<file path="config.mk">
export PLATFORM = sky130hd
export DESIGN_NAME = move_controller
export DESIGN_NICKNAME = d
export VERILOG_FILES = /design/src/rtl/move_controller.sv
export SDC_FILE = /design/constraint.sdc
export NUM_CORES = 1
export LEC_CHECK = 0
export ABC_AREA = 0
export CAP_MARGIN = 20
export CORE_ASPECT_RATIO = 1.4
export CORE_MARGIN = 5
export CORE_UTILIZATION = 45
export CTS_BUF_LIST = sky130_fd_sc_hd__clkbuf_8 sky130_fd_sc_hd__clkbuf_16
export CTS_CLUSTER_SIZE = 16
export DETAILED_ROUTE_END_ITERATION = 8
export HOLD_SLACK_MARGIN = 0.15
export PLACE_DENSITY = 0.75
export RECOVER_POWER = 25
export SYNTH_ARGS = -nofsm -noshare
export SYNTH_HDL_FRONTEND = slang
export SYNTH_SLANG_ARGS = --single-unit
export TNS_END_PERCENT = 1
</file>
<file path="constraint.sdc">
create_clock -name clk -period 11.97 [get_ports clk]
set_input_delay 2.9925 -clock clk [delete_from_list [all_inputs] [get_ports clk]]
set_output_delay 2.9925 -clock clk [all_outputs]
set_load 0.005 [all_outputs]
</file>
<file path="src/rtl/move_controller.sv">
`timescale 1ns/1ps
// move_controller: per-frame movement command generator (walk, jump rise, gravity fall).
// Define MOVE_CTRL_DOUBLE_JUMP_EN to allow one extra jump while airborne.
module move_controller #(
  parameter int unsigned TICK_DIV   = 833333,
  parameter int unsigned GROUND_Y   = 400,
  parameter int unsigned JUMP_V0    = 12,
  parameter int unsigned GRAVITY    = 1,
  parameter int unsigned MAX_FALL   = 8,
  parameter int unsigned WALK_SPEED = 2,
  parameter int unsigned X_MIN      = 0,
  parameter int unsigned X_MAX      = 620
) (
  input  logic        clk,
  input  logic        rst,
  input  logic        btn_left,
  input  logic        btn_right,
  input  logic        btn_jump,
  input  logic [31:0] Coordinate,
  output logic [3:0]  Move_arrow,
  output logic [31:0] Move_speed,
  output logic [1:0]  Jump_state
);

  localparam int unsigned CNT_W = (TICK_DIV > 1) ? $clog2(TICK_DIV) : 1;
  localparam logic [CNT_W-1:0] CNT_LAST = CNT_W'(TICK_DIV - 1);
  localparam logic [15:0] GND  = 16'(GROUND_Y);
  localparam logic [15:0] JV   = 16'(JUMP_V0);
  localparam logic [15:0] GRAV = 16'(GRAVITY);
  localparam logic [15:0] MAXF = 16'(MAX_FALL);
  localparam logic [15:0] WALK = 16'(WALK_SPEED);
  localparam logic [15:0] XMN  = 16'(X_MIN);
  localparam logic [15:0] XMX  = 16'(X_MAX);

  typedef enum logic [1:0] {GROUND = 2'b00, RISE = 2'b01, FALL = 2'b10} state_e;

  function automatic logic [15:0] min16(input logic [15:0] a, input logic [15:0] b);
    return (a < b) ? a : b;
  endfunction

  function automatic logic [15:0] sat_sub(input logic [15:0] a, input logic [15:0] b);
    return (a > b) ? a - b : 16'd0;
  endfunction

  logic [1:0]       left_sync_q, right_sync_q, jump_sync_q;
  logic             jump_prev_q;
  logic [CNT_W-1:0] cnt_q, cnt_d;
  logic             pending_q, pending_d;
  state_e           state_q, state_d;
  logic [15:0]      vy_q, vy_d;
  logic [3:0]       arrow_q, arrow_d;
  logic [31:0]      speed_q, speed_d;
  logic             tick_c, jump_rise_c, left_c, right_c;
  logic [15:0]      x_c, y_c, gap_c, up_c, dn_c, hspd_c, vnext_c;
`ifdef MOVE_CTRL_DOUBLE_JUMP_EN
  logic             air_q, air_d;
`endif

  assign tick_c      = (cnt_q == CNT_LAST);
  assign jump_rise_c = jump_sync_q[1] & ~jump_prev_q;
  assign left_c      = left_sync_q[1];
  assign right_c     = right_sync_q[1];
  assign x_c         = Coordinate[31:16];
  assign y_c         = Coordinate[15:0];
  assign gap_c       = GND - y_c;

  // Next-state and command computation; a command is produced only in the tick cycle.
  always_comb begin
    cnt_d     = tick_c ? '0 : cnt_q + CNT_W'(1);
    pending_d = tick_c ? jump_rise_c : (pending_q | jump_rise_c);
    state_d   = state_q;
    vy_d      = vy_q;
    arrow_d   = '0;
    speed_d   = '0;
    up_c      = '0;
    dn_c      = '0;
    hspd_c    = '0;
    vnext_c   = '0;
`ifdef MOVE_CTRL_DOUBLE_JUMP_EN
    air_d     = air_q;
`endif
    if (tick_c) begin
`ifdef MOVE_CTRL_DOUBLE_JUMP_EN
      if ((state_q != GROUND) && pending_q && !air_q) begin
        up_c    = JV;
        vy_d    = sat_sub(JV, GRAV);
        state_d = RISE;
        air_d   = 1'b1;
      end else
`endif
      begin
        case (state_q)
          GROUND: begin
            if (pending_q) begin
              up_c    = JV;
              vy_d    = sat_sub(JV, GRAV);
              state_d = RISE;
            end else if (y_c < GND) begin
              dn_c    = min16(GRAV, gap_c);
              vy_d    = GRAV;
              state_d = FALL;
            end
          end
          RISE: begin
            if (vy_q != '0) begin
              up_c = vy_q;
              vy_d = sat_sub(vy_q, GRAV);
            end else begin
              dn_c    = GRAV;
              vy_d    = GRAV;
              state_d = FALL;
            end
          end
          FALL: begin
            if (y_c >= GND) begin
              state_d = GROUND;
              vy_d    = '0;
            end else begin
              vnext_c = min16(vy_q + GRAV, MAXF);
              dn_c    = min16(vnext_c, gap_c);
              vy_d    = vnext_c;
              if (dn_c == gap_c) begin
                state_d = GROUND;
                vy_d    = '0;
              end
            end
          end
          default: begin
            state_d = GROUND;
            vy_d    = '0;
          end
        endcase
      end
`ifdef MOVE_CTRL_DOUBLE_JUMP_EN
      if (state_d == GROUND) air_d = 1'b0;
`endif
      // Walking speed is clamped so X never leaves [X_MIN, X_MAX].
      if (left_c ^ right_c) begin
        if (left_c) hspd_c = min16(WALK, (x_c > XMN) ? x_c - XMN : 16'd0);
        else        hspd_c = min16(WALK, (x_c < XMX) ? XMX - x_c : 16'd0);
      end
      arrow_d = {up_c != '0, dn_c != '0, left_c & (hspd_c != '0), right_c & (hspd_c != '0)};
      speed_d = {(up_c != '0) ? up_c : dn_c, hspd_c};
    end
  end

  always_ff @(posedge clk or posedge rst) begin
    if (rst) begin
      left_sync_q  <= '0;
      right_sync_q <= '0;
      jump_sync_q  <= '0;
      jump_prev_q  <= 1'b0;
      cnt_q        <= '0;
      pending_q    <= 1'b0;
      state_q      <= GROUND;
      vy_q         <= '0;
      arrow_q      <= '0;
      speed_q      <= '0;
    end else begin
      left_sync_q  <= {left_sync_q[0], btn_left};
      right_sync_q <= {right_sync_q[0], btn_right};
      jump_sync_q  <= {jump_sync_q[0], btn_jump};
      jump_prev_q  <= jump_sync_q[1];
      cnt_q        <= cnt_d;
      pending_q    <= pending_d;
      state_q      <= state_d;
      vy_q         <= vy_d;
      arrow_q      <= arrow_d;
      speed_q      <= speed_d;
    end
  end

`ifdef MOVE_CTRL_DOUBLE_JUMP_EN
  always_ff @(posedge clk or posedge rst) begin
    if (rst) air_q <= 1'b0;
    else     air_q <= air_d;
  end
`endif

  assign Move_arrow = arrow_q;
  assign Move_speed = speed_q;
  assign Jump_state = state_q;

endmodule

</file>
==> flow_summary.json, run 1 <==
{
  "outcome": "finished, final reports clean",
  "clock.fmax_mhz": 143,
  "critPathMaxFanout": 10,
  "p_leak_nw": 2.79,
  "die_y_um": 138,
  "drtIter0Drc": 270,
  "setup_violations": 0,
  "regToRegStartpoint": "vy_q[0]",
  "clkTransAtPathRegs_ps": 70,
  "critical_path_class": "in -> reg",
  "synth_cell_types": 78,
  "rr_worst_depth": 16,
  "hold_class": "reg -> reg",
  "clockBufferDepth": 2,
  "vias_per_cell": 5.92,
  "core_area_um2": 11700,
  "postRouteWirelength_um": 14200,
  "n_antenna_cell": 0,
  "netlist_top_cells_area": "dfrtp_1 (39%), ha_1 (5.2%), nor2_1 (4.3%), nand2_1 (3.8%), o21ai_0 (3.4%)",
  "hold_violations": 0,
  "num_rows": 47,
  "cts-resized-gates": 0,
  "post_dp_cell_area_um2": 6200,
  "overflow": 0,
  "relSlewSlack_pct": 5.93,
  "clk_latency_ps": 350,
  "skew_ps": 6.03,
  "rrSetupSlack_ps": 7320,
  "post_cts_buffers": 0,
  "async_flop_share_pct": 100,
  "numClockSinks": 82,
  "seqCellArea_um2": 2050,
  "cts_tree": "yes",
  "total_power_mw": 0.636,
  "multi_input_area_um2": 3110,
  "cts_max_level": 3,
  "startpoint": "Coordinate[0]",
  "synth-seq-area-share_pct": 38.7,
  "grt_antenna_before_repair": 0,
  "worstPathArrival_ps": 7270,
  "hpwl_um": 10700,
  "io_buffers": 74,
  "place.gp.congestion": 1.00,
  "synth-edff-count": 0,
  "r2r-end": "Move_speed[23]",
  "hold-path-endpoint": "jump_sync_q[1]",
  "setup.worst_path.end_class": "register",
  "final_area_um2": 6520,
  "areaGrowthSynthToFinish_pct": 23.2,
  "min_from": "jump_sync_q[0]",
  "fillCellCount": 1093,
  "chipWidth_um": 102,
  "die_area_um2": 14100,
  "grt_pass1_vias": 4866,
  "syn_inst": 593,
  "critPathLaunchType": "primary input",
  "syn_avg_cell_area_um2": 8.93,
  "cts-hold-fix-buffers": 0,
  "cts-root-buf": "clkbuf_16",
  "rsz0062_at_grt": "false",
  "ys_warn_count": 0,
  "ys_ff_latch": 82,
  "whs_ps": 351,
  "grt_pass1_wl_um": 23300,
  "drive_gt1_share_pct": 5.56,
  "synth_area_um2": 5300,
  "irDropWorstVdd_mv": 0.0862,
  "slew_viol_final": 0,
  "fin_crit_ps": 7000,
  "drt-pass1-iter-count": 5,
  "grt_util_all_layers_pct": 20.6,
  "synth_top_area_share_pct": 38.7,
  "via_count": 4920,
  "num-nets-final": 738,
  "wl_per_cell_um": 17.1,
  "pin_count": 75,
  "cp.required_ps": 12240,
  "p_per_area_nw_per_um2": 97.4,
  "slowest_stage": "clkdlybuf4s50_1",
  "initial_utilization_pct": 45.3,
  "drc": 0,
  "grt_max_degree": 83,
  "worstPathCellList": "clkdlybuf4s50_1, inv_1, ha_1, or3b_1, a21boi_1, o21ai_0, nor2_1, xor2_1, ha_1, nand4_1, nor2_1, o2111ai_1, o21ai_1, a31o_2, and2_1, nand3_1, o21ai_1",
  "worst_pin_slew_ps": 1400,
  "maxCapViolations": 0,
  "finalCritPeriodShare_pct": 58.5,
  "min_delay_path_depth": 0,
  "max_stage_delay_ps": 610,
  "numCtsBuffers": 9,
  "setup_tns_ps": 0,
  "yosysTopAreaCell": "dfrtp_1",
  "ant_nets": 0,
  "ys.flop_type": "dfrtp_1"
}
## final cells by class
type,count,share of cell area [%]
clock inverter,7,1.25
sequential,82,31.5
multi-input combinational,484,47.6
inverter,24,1.40
clock buffer,9,3.45
timing repair buffer,78,12.0
tap,147,2.82
## cells in the final DEF, fill, tap and decap left out, types with 8 or more instances in the layout
cell type	count
nand2_1	54
clkdlybuf4s50_1	70
o21ai_1	11
xor2_1	19
nor4_1	13
and3_1	12
a21oi_1	28
nand3_1	17
ha_1	22
nor2_1	60
nor3_1	18
conb_1	26
o21ai_0	36
or3_1	8
inv_1	22
dfrtp_1	82
and2_1	9
nand4_1	11
xnor2_1	17
clkbuf_16	9
## Yosys cell counts (4+ instances only)
cell,number
dfrtp_1,82
o21ai_1,11
o211ai_1,6
and2_1,15
nor3_1,18
nand2_1,54
clkbuf_1,16
a21o_1,4
nand3_1,17
nor4_1,13
and4b_1,4
o31ai_1,5
nor2_1,60
a21oi_1,28
xnor2_1,17
nand4b_1,4
o21ai_0,36
inv_1,23
or3_1,8
a31oi_1,4
and3_1,12
nand4_1,11
o211a_1,4
nor4b_1,4
ha_1,22
nand2b_1,6
xor2_1,19
nor3b_1,5
buf_2,8
## worst max-delay path: cells and delay by family
| family | cells | cell delay [ps] |
|---|---|---|
| adder cells (fa/ha/maj) | 2 | 410 |
| AND/OR/NAND/NOR | 6 | 1310 |
| XOR/XNOR | 1 | 180 |
| buffers and inverters | 2 | 870 |
| AO/OA/AOI/OAI | 6 | 1520 |
## cells by family (layout without fill, tap and decap cells)
logic type | Yosys count | in the layout | share of synthesized area, %
AOI/OAI and AO/OA | 146 | 146 | 19.5
buffers and inverters | 52 | 118 | 4.37
and+or+nand+nor | 252 | 252 | 25.8
xor gates and xnor gates | 36 | 36 | 5.95
muxes | 2 | 2 | 0.378
DFF | 82 | 82 | 38.7
adders and majority gates | 22 | 22 | 5.20
other | 1 | 26 | 0.0708
## power breakdown
group	leakage [nW]	switching, mW	internal (mW)
clock	0.150	0.130	0.148
sequential	1.04	0.00111	0.281
combinational	1.60	0.0432	0.0328
## worst max path at each step
stage                           to  slack [ps]  cells past startpoint
global placement    Move_speed[23]        4880                     17
detailed placement  Move_speed[23]        4670                     17
CTS                 Move_speed[23]        5030                     17
global route        Move_speed[23]        4610                     17
finish              Move_speed[23]        4970                     17
floorplan           Move_speed[23]        5780                     18
## through the flow
stage | setup WS (ps) | utilization (%) | instances
after floorplan | 5780 | - | 618
after global placement | 4880 | 53.0 | 814
after detailed placement | 4670 | 53.0 | 814
after CTS | 5030 | 55.6 | 830
after global routing | 4610 | 55.7 | 831
final | 4970 | 55.7 | 831
## registers in the layout, summed over array words and instances, names as in the netlist, 2 cells and up
| name | flops |
|---|---|
| Jump_state | 2 |
| Move_arrow | 4 |
| Move_speed | 32 |
| cnt_q | 20 |
| jump_sync_q | 2 |
| left_sync_q | 2 |
| right_sync_q | 2 |
| vy_q | 16 |
## routing by layer
layer	global-route usage (%)	share of wire, %	wire, um
met1	24.1	39	5510
met2	35.8	52	7410
met3	3.07	5.4	765
met4	10.6	3.7	520
met5	0	0	0
Power figures use the tool's default switching activity.
==> run 2, diff against run 1 <==
--- a/config.mk
+++ b/config.mk
@@ -14,7 +14,7 @@
 export CTS_CLUSTER_SIZE = 16
 export DETAILED_ROUTE_END_ITERATION = 8
 export HOLD_SLACK_MARGIN = 0.15
-export PLACE_DENSITY = 0.75
+export PLACE_DENSITY = 0.77
 export RECOVER_POWER = 25
 export SYNTH_ARGS = -nofsm -noshare
 export SYNTH_HDL_FRONTEND = slang
==> constraint.sdc (replaced) <==
create_clock -name clk -period 6.2 [get_ports clk]
set_input_delay 1.55 -clock clk [delete_from_list [all_inputs] [get_ports clk]]
set_output_delay 1.55 -clock clk [all_outputs]
set_load 0.005 [all_outputs]
==> run 2 against run 1 <==
The flow now finishes with violations (capacitance limit, slew limit). Combinational power up 93%. Flip-flop and latch count is the same. First-iteration DRC count grew 27%. Routed wire length is 2.2% higher. Worst setup slack lost 4100 ps. Power rose by 94%. Highest routed layer unchanged.
==> flow_summary.json, run 2 (synthesis gave the netlist of run 1 again) <==
{
  "cts-hold-fix-buffers": 0,
  "drtIter0Drc": 343,
  "rsz0062_at_grt": "false",
  "numCtsBuffers": 9,
  "grt_antenna_before_repair": 0,
  "worst_pin_slew_ps": 1700,
  "cp_num_buf_inv": 2,
  "path_delay_family": "compound AO/OA/AOI/OAI gates",
  "worstPathCellList": "clkdlybuf4s50_1, inv_1, ha_1, or3b_1, a21boi_1, o21ai_0, nor2_1, xor2_1, ha_1, nand4_1, nor2_1, o2111ai_1, o21ai_1, a31o_2, and2_1, o21bai_1, o21ai_0",
  "highest_layer": "met4",
  "core_area_um2": 11700,
  "fin_crit_ps": 5290,
  "vias_per_cell": 5.92,
  "initial_utilization_pct": 45.3,
  "final_cell_mix": "dfrtp_1 (82), clkdlybuf4s50_1 (70), nor2_1 (60)",
  "multi_input_area_um2": 3110,
  "outcome": "complete, but fails checks",
  "numClockSinks": 82,
  "num-nets-final": 741,
  "min_delay_path_depth": 0,
  "hold_violations": 0,
  "die_y_um": 138,
  "cts_tree": "yes",
  "post_dp_cell_area_um2": 6230,
  "p_per_area_nw_per_um2": 189,
  "cp.required_ps": 6430,
  "hpwl_um": 11100,
  "postRouteWirelength_um": 14500,
  "setup_violations": 0,
  "slowest_stage": "or3b_1",
  "areaGrowthSynthToFinish_pct": 23.4,
  "max_stage_delay_ps": 490,
  "grt_max_degree": 60,
  "cts-resized-gates": 0,
  "total_power_mw": 1.24,
  "finalCritPeriodShare_pct": 85.3,
  "seqCellArea_um2": 2050,
  "critical_path_class": "in -> reg",
  "setup_tns_ps": 0,
  "skew_ps": 6.49,
  "setup.worst_path.end_class": "register",
  "slew_viol_final": 13,
  "grt_pass1_wl_um": 23800,
  "power_switching_share_pct": 25.2,
  "num_rows": 47,
  "rr_worst_depth": 16,
  "clkTransAtPathRegs_ps": 60,
  "power_frac_comb_pct": 11.9,
  "routed-wl-met2_um": 7580,
  "chipWidth_um": 102,
  "clk_latency_ps": 340,
  "switchingPower_mw": 0.311,
  "io_buffers": 74,
  "clockBufferDepth": 2,
  "n_antenna_cell": 0,
  "worstPathArrival_ps": 5510,
  "die_area_um2": 14100,
  "power_frac_clock_pct": 44.1,
  "largest_reg_flops": 32,
  "pin_count": 75,
  "final_common_cell": "dfrtp_1",
  "cts-root-buf": "clkbuf_16",
  "crit_cells": 17,
  "relSlewSlack_pct": -14.1,
  "maxCapViolations": 1,
  "overflow": 0,
  "p_int_mw": 0.925,
  "place.gp.congestion": 0.969,
  "grt_util_all_layers_pct": 20.8,
  "final_area_um2": 6540,
  "clock.fmax_mhz": 189,
  "seqPwrFrac_pct": 44.0,
  "cts_max_level": 3,
  "drt-pass1-iter-count": 6,
  "p_leak_nw": 2.81,
  "drive_gt1_share_pct": 6.26,
  "hold_class": "reg -> reg",
  "irDropWorstVdd_mv": 0.172,
  "violations": "capacitance limit, slew limit",
  "grt_pass1_vias": 5017,
  "rrSetupSlack_ps": 1640,
  "wl_per_cell_um": 17.4,
  "drc": 0,
  "ant_nets": 0,
  "routed-wl-met3_um": 873,
  "post_cts_buffers": 0,
  "wl_met1_um": 5410,
  "via_count": 4940,
  "fillCellCount": 1035,
  "critPathLaunchType": "primary input",
  "critPathMaxFanout": 7
}
## run 2: metrics by stage
stage / util [%] / setup WS, ps / hold WS, ps / instances
6_report: 55.9 / 914 / 353 / 834
5_1_grt: 55.9 / 580 / 369 / 834
4_1_cts: 55.9 / 977 / 356 / 834
3_5_place_dp: 53.3 / 651 / 345 / 818
3_3_place_gp: 53.3 / 802 / 334 / 818
2_1_floorplan: - / 1450 / 331 / 618
## run 2: power by group through the flow
stage          registers, mW  logic, mW  clock network [mW]
6_report               0.544      0.147               0.545
3_5_place_dp           0.554      0.144                   0
4_1_cts                0.544      0.145               0.552
3_3_place_gp           0.554      0.141                   0
2_1_floorplan          0.554     0.0797                   0
5_1_grt                0.544      0.164               0.574
## run 2: final timing paths
kind                            startpoint         endpoint
setup / recovery             Coordinate[0]   Move_speed[22]
hold / removal             right_sync_q[0]  right_sync_q[1]
setup reg to reg                   vy_q[0]   Move_speed[22]
hold reg to reg            right_sync_q[0]  right_sync_q[1]
max in group asynchronous              rst   jump_sync_q[1]
min in group asynchronous              rst   Move_speed[29]
## run 2: cell type report
class,instances,share of cell area (%)
clock buffers,9,3.45
repair buffers,81,12.1
well taps,147,2.81
multi-input cells,484,47.5
clock inverters,7,1.28
inverters,24,1.40
flip-flops and latches,82,31.4
## run 2: routing by layer
layer	track usage [%]	up-vias
met5	0	-
met4	10.6	0
met3	2.32	52
met2	37.9	226
met1	23.3	2341
li1	-	2321
